File: config.mk
export PLATFORM = sky130hd
export DESIGN_NAME = io_bus_arbiter
export DESIGN_NICKNAME = d
export VERILOG_FILES = /design/src/rtl/io_bus_arbiter.sv
export SDC_FILE = /design/constraint.sdc
export NUM_CORES = 1
export LEC_CHECK = 0
export CORE_AREA = 2 2 121 123
export CTS_BUF_LIST = sky130_fd_sc_hd__clkbuf_4
export DETAILED_ROUTE_END_ITERATION = 16
export DIE_AREA = 0 0 123 125
export HOLD_SLACK_MARGIN = 0.15
export PLACE_DENSITY = 0.72
export SYNTH_ARGS = -nofsm -noshare
export SYNTH_HDL_FRONTEND = slang
export SYNTH_SLANG_ARGS = --single-unit
File: constraint.sdc
create_clock -name iCLOCK -period 7.7 [get_ports iCLOCK]
set_input_delay 0.77 -clock iCLOCK [delete_from_list [all_inputs] [get_ports iCLOCK]]
set_output_delay 0.77 -clock iCLOCK [all_outputs]
set_load 0.01 [all_outputs]
File: src/rtl/io_bus_arbiter.sv
// Two-master round-robin arbiter in front of the CPU-side IO request port.
// A registered request stage feeds the port; an in-order owner FIFO steers read returns.
module io_bus_arbiter #(
  parameter int P_TAG_DEPTH = 4,
  parameter int P_TAG_AW    = 2
) (
  input  logic        iCLOCK,
  input  logic        inRESET,
  input  logic        iM0_REQ,
  output logic        oM0_BUSY,
  input  logic [1:0]  iM0_ORDER,
  input  logic        iM0_RW,
  input  logic [31:0] iM0_ADDR,
  input  logic [31:0] iM0_DATA,
  output logic        oM0_VALID,
  input  logic        iM0_BUSY,
  output logic [31:0] oM0_DATA,
  input  logic        iM1_REQ,
  output logic        oM1_BUSY,
  input  logic [1:0]  iM1_ORDER,
  input  logic        iM1_RW,
  input  logic [31:0] iM1_ADDR,
  input  logic [31:0] iM1_DATA,
  output logic        oM1_VALID,
  input  logic        iM1_BUSY,
  output logic [31:0] oM1_DATA,
  output logic        oIO_REQ,
  input  logic        iIO_BUSY,
  output logic [1:0]  oIO_ORDER,
  output logic        oIO_RW,
  output logic [31:0] oIO_ADDR,
  output logic [31:0] oIO_DATA,
  input  logic        iIO_VALID,
  output logic        oIO_BUSY,
  input  logic [31:0] iIO_DATA,
  output logic        oERR_UNEXP
);

  logic                   out_valid_q, out_valid_d;
  logic [1:0]             order_q, order_d;
  logic                   rw_q, rw_d;
  logic [31:0]            addr_q, addr_d;
  logic [31:0]            data_q, data_d;
  logic                   pref_q, pref_d;
  logic [P_TAG_DEPTH-1:0] own_q, own_d;
  logic [P_TAG_AW-1:0]    wr_ptr_q, wr_ptr_d;
  logic [P_TAG_AW-1:0]    rd_ptr_q, rd_ptr_d;
  logic [P_TAG_AW:0]      cnt_q, cnt_d;
  logic                   err_q, err_d;

  logic fifo_ne_s, head_s, io_busy_s, pop_s, full_s, can_load_s;
  logic elig0_s, elig1_s, gnt0_s, gnt1_s, push_s;

  // A pop in the same cycle frees a slot, so a full FIFO can still accept a read.
  assign fifo_ne_s  = (cnt_q != '0);
  assign head_s     = own_q[rd_ptr_q];
  assign io_busy_s  = fifo_ne_s && (head_s ? iM1_BUSY : iM0_BUSY);
  assign pop_s      = iIO_VALID && fifo_ne_s && !io_busy_s;
  assign full_s     = (cnt_q == (P_TAG_AW+1)'(P_TAG_DEPTH)) && !pop_s;
  assign can_load_s = !out_valid_q || !iIO_BUSY;

  assign elig0_s = iM0_REQ && can_load_s && !(iM0_RW && full_s);
  assign elig1_s = iM1_REQ && can_load_s && !(iM1_RW && full_s);
  // pref_q == 0 means master 0 is preferred.
  assign gnt0_s  = elig0_s && (!elig1_s || !pref_q);
  assign gnt1_s  = elig1_s && (!elig0_s || pref_q);
  assign push_s  = (gnt0_s && iM0_RW) || (gnt1_s && iM1_RW);

  assign oM0_BUSY   = !can_load_s || (iM0_RW && full_s) || gnt1_s;
  assign oM1_BUSY   = !can_load_s || (iM1_RW && full_s) || gnt0_s;
  assign oM0_VALID  = iIO_VALID && fifo_ne_s && !head_s;
  assign oM1_VALID  = iIO_VALID && fifo_ne_s && head_s;
  assign oM0_DATA   = oM0_VALID ? iIO_DATA : 32'h0000_0000;
  assign oM1_DATA   = oM1_VALID ? iIO_DATA : 32'h0000_0000;
  assign oIO_BUSY   = io_busy_s;
  assign oIO_REQ    = out_valid_q;
  assign oIO_ORDER  = order_q;
  assign oIO_RW     = rw_q;
  assign oIO_ADDR   = addr_q;
  assign oIO_DATA   = data_q;
  assign oERR_UNEXP = err_q;

  always_comb begin
    out_valid_d = out_valid_q;
    order_d     = order_q;
    rw_d        = rw_q;
    addr_d      = addr_q;
    data_d      = data_q;
    pref_d      = pref_q;
    own_d       = own_q;
    wr_ptr_d    = wr_ptr_q;
    rd_ptr_d    = rd_ptr_q;
    cnt_d       = cnt_q;
    err_d       = err_q;

    if (gnt0_s) begin
      out_valid_d = 1'b1;
      order_d     = iM0_ORDER;
      rw_d        = iM0_RW;
      addr_d      = iM0_ADDR;
      data_d      = iM0_DATA;
      pref_d      = 1'b1;
    end else if (gnt1_s) begin
      out_valid_d = 1'b1;
      order_d     = iM1_ORDER;
      rw_d        = iM1_RW;
      addr_d      = iM1_ADDR;
      data_d      = iM1_DATA;
      pref_d      = 1'b0;
    end else if (!iIO_BUSY) begin
      out_valid_d = 1'b0;
    end else begin
      out_valid_d = out_valid_q;
    end

    if (push_s) begin
      own_d[wr_ptr_q] = gnt1_s;
      wr_ptr_d        = wr_ptr_q + P_TAG_AW'(1);
    end else begin
      wr_ptr_d = wr_ptr_q;
    end

    if (pop_s) begin
      rd_ptr_d = rd_ptr_q + P_TAG_AW'(1);
    end else begin
      rd_ptr_d = rd_ptr_q;
    end

    case ({push_s, pop_s})
      2'b10:   cnt_d = cnt_q + (P_TAG_AW+1)'(1);
      2'b01:   cnt_d = cnt_q - (P_TAG_AW+1)'(1);
      default: cnt_d = cnt_q;
    endcase

    // Returns with nothing outstanding are dropped but flagged until reset.
    if (iIO_VALID && !fifo_ne_s) begin
      err_d = 1'b1;
    end else begin
      err_d = err_q;
    end
  end

  always_ff @(posedge iCLOCK or negedge inRESET) begin
    if (!inRESET) begin
      out_valid_q <= 1'b0;
      order_q     <= 2'b00;
      rw_q        <= 1'b0;
      addr_q      <= 32'h0000_0000;
      data_q      <= 32'h0000_0000;
      pref_q      <= 1'b0;
      own_q       <= '0;
      wr_ptr_q    <= '0;
      rd_ptr_q    <= '0;
      cnt_q       <= '0;
      err_q       <= 1'b0;
    end else begin
      out_valid_q <= out_valid_d;
      order_q     <= order_d;
      rw_q        <= rw_d;
      addr_q      <= addr_d;
      data_q      <= data_d;
      pref_q      <= pref_d;
      own_q       <= own_d;
      wr_ptr_q    <= wr_ptr_d;
      rd_ptr_q    <= rd_ptr_d;
      cnt_q       <= cnt_d;
      err_q       <= err_d;
    end
  end

endmodule

==> out/qor.yml <==
status: "finished, final reports clean"
path_clk_slew_ns: 0.14
whs_ns: 0.442
critPathMaxStageDelay_ns: 0.62
cts_max_level: 3
critPathRequiredTime_ns: 6.93
synth_top_area_frac: 0.487
hp-class: "input pin to async pin"
syn_area_per_cell_sq_um: 11.3
multi_input_area_sq_um: 1960
root_buffer: "clkbuf_4"
grt_start_max_net_pins: 82
dr.pass1.iters: 4
cts_buffers: 9
drtIter0Drc: 166
hold_viol_final: 0
fin_skew_ns: 0.0238
vias_per_cell: 4.88
fin_setup_tns_ns: 0
globalRouteOverflowTotal: 0
layout_common_cells: "clkdlybuf4s50_1 (310), and2_1 (122), dfrtp_1 (81)"
syn_nets: 548
core_area_sq_um: 14200
synth-simple-area-share: 0.215
post-route-period-util: 0.606
critPathBufInv: 2
rsz0062_at_grt: "false"
tightestPinTransition_ns: 1.04
io_pins: 312
power_leakage_nw: 3.09
crit_chain: "mux4_2 -> mux2_4 -> o211ai_2 -> o2111a_2 -> buf_4 -> a211o_1 -> clkdlybuf4s50_1"
start_util: 0.293
timing.fmax_mhz: 214
hpwl_um: 11900
ff_latch_area_sq_um: 2030
power.density_nw_per_um2: 297
dp_cells: 839
synth_seq_cells: 81
num_vias: 4179
grt_pass1_wl_um: 23100
grt_busiest_layer: "met2"
area_growth_syn_to_layout_pct: 81.2
r2r-end: "cnt_q[2]$_DFFE_PN0P_"
power.switching_mw: 0.801
ys_top_cells_by_area: "dfrtp_1 (49%), and2_1 (18%), a221o_1 (16%)"
ir_worst_vdd_uv: 127
ys.flop_type: "dfrtp_1"
synthMuxAreaShare: 0.0174
reg2reg_depth: 13
p_int_mw: 1.44
clockPowerShare: 0.114
slew_headroom: 0.305
switching_share: 0.358
synth_top_area_cell: "dfrtp_1"
cts_buffer_depth: 2
synth_async_sr_flop_share: 1.00
drt_wl_total_um: 15600
critPathTopFamily: "compound AO/OA/AOI/OAI gates"
finalSetupViolCount: 0
grt_use_met1: 0.202
arrival_ns: 3.90
instances_no_fill: 856
fin_crit_ns: 4.67
die_area_sq_um: 15400
syn_inst: 368
grt_usage: 0.199
detail-route-antenna-nets: 0
comb_power_share: 0.570
cp-start-kind: "flip-flop"
fin_nets: 846
synthXorXnorAreaFrac: 0.0126
critical_path_class: "flip-flop to output pin"
die_h_um: 125
slew_violations: 0
antenna_found_initial: 1
holdBufCountCts: 0
nFillCells: 1270
die_w_um: 123
wl_per_cell_um: 18.3
cp_slowest_cell: "o2111a_2"
synth_compound_area_frac: 0.199
clk_latency_ns: 0.46
use_met3: 0.0620
ys_seq_area_frac: 0.487
syn_area_sq_um: 4160
synth_top_family_by_area: "simple AND/OR/NAND/NOR gates"
cts_tree: "done"
drc: 0
reg2reg_slack_ns: 3.79
grt_pass1_vias: 4351
synth_adder_area_share: 0.0199
layout-drive-gt1-share: 0.0447
post-cts-setup-buffer-count: 0
yosysWarnings: 0
p_seq_frac: 0.316
port_buffers: 311
cts_sinks: 81
synth_edf_count: 0
crit_path_max_fanout: 38
synth.distinct_cells: 33
row_count: 44
place_congestion: 0.860
drv_cap: 0
critPathCaptureType: "output pin"
layout_commonest_cell: "clkdlybuf4s50_1"
grtUsageMet2: 0.363
cts_resized: 0
regToRegStartpoint: "rd_ptr_q[0]$_DFFE_PN0P_"
[synthesized netlist by cell type, types with 4 or more instances]
| master | n |
|---|---|
| a221o_1 | 66 |
| a32o_1 | 4 |
| and2_0 | 8 |
| and2_1 | 122 |
| buf_6 | 8 |
| clkbuf_1 | 17 |
| dfrtp_1 | 81 |
| ha_1 | 5 |
| inv_1 | 8 |
| nand2_1 | 4 |
| nand3_1 | 5 |
| nor2_1 | 6 |
[metrics by stage]
stage                     setup WS (ns)  utilization  area, sq um  power [mW]
final                              3.03        0.531         7540        2.24
after global routing               2.79        0.531         7540        2.38
after CTS                          2.93        0.530         7530        2.26
after detailed placement           3.25        0.521         7400        2.00
after global placement             3.28        0.521         7400        1.97
after floorplan                    4.48            -         4160        1.28
[worst max path at each step]
stage / startpoint / endpoint / cells past startpoint
2_1_floorplan: rd_ptr_q[0]$_DFFE_PN0P_ / cnt_q[2]$_DFFE_PN0P_ / 13
3_3_place_gp: iM0_BUSY / oM0_BUSY / 7
3_5_place_dp: iM0_BUSY / oM0_BUSY / 7
4_1_cts: rd_ptr_q[0]$_DFFE_PN0P_ / oM0_BUSY / 7
5_1_grt: rd_ptr_q[0]$_DFFE_PN0P_ / oM0_BUSY / 7
6_report: rd_ptr_q[0]$_DFFE_PN0P_ / oM0_BUSY / 7
[final cells by class]
cell class / instances / area share
multi-input combinational: 250 / 0.260
clock buffer: 9 / 0.00896
clock inverter: 7 / 0.00930
antenna: 1 / 0.000332
inverter: 8 / 0.00398
sequential: 81 / 0.269
timing repair buffer: 316 / 0.418
tap: 184 / 0.0305
[power by group through the flow]
stage,Clock (mW),Sequential [mW],Combinational [mW]
floorplan,0,0.758,0.518
global placement,0,0.707,1.27
detailed placement,0,0.709,1.29
CTS,0.266,0.707,1.29
global route,0.283,0.728,1.37
finish,0.256,0.706,1.28
[cell families after synthesis]
group	Yosys count
AOI/OAI and AO/OA	85
xor gates and xnor gates	6
adders and majority gates	6
buffers and inverters	37
DFF	81
muxes	5
and+or+nand+nor	148
[routing by layer]
layer,vias to the layer above,wire (um)
met2,237,7950
li1,1938,-
met1,1966,5660
met5,-,0
met3,38,1440
met4,0,580
[state kept, by name (all words and copies together), names as in the netlist]
| name | count |
|---|---|
| pref_q | 1 |
| oIO_DATA | 32 |
| own_q | 4 |
| cnt_q | 3 |
| oIO_RW | 1 |
| rd_ptr_q | 2 |
| wr_ptr_q | 2 |
| oERR_UNEXP | 1 |
| oIO_ADDR | 32 |
| oIO_ORDER | 2 |
| oIO_REQ | 1 |
No activity file was read; power rests on OpenSTA's default activity.
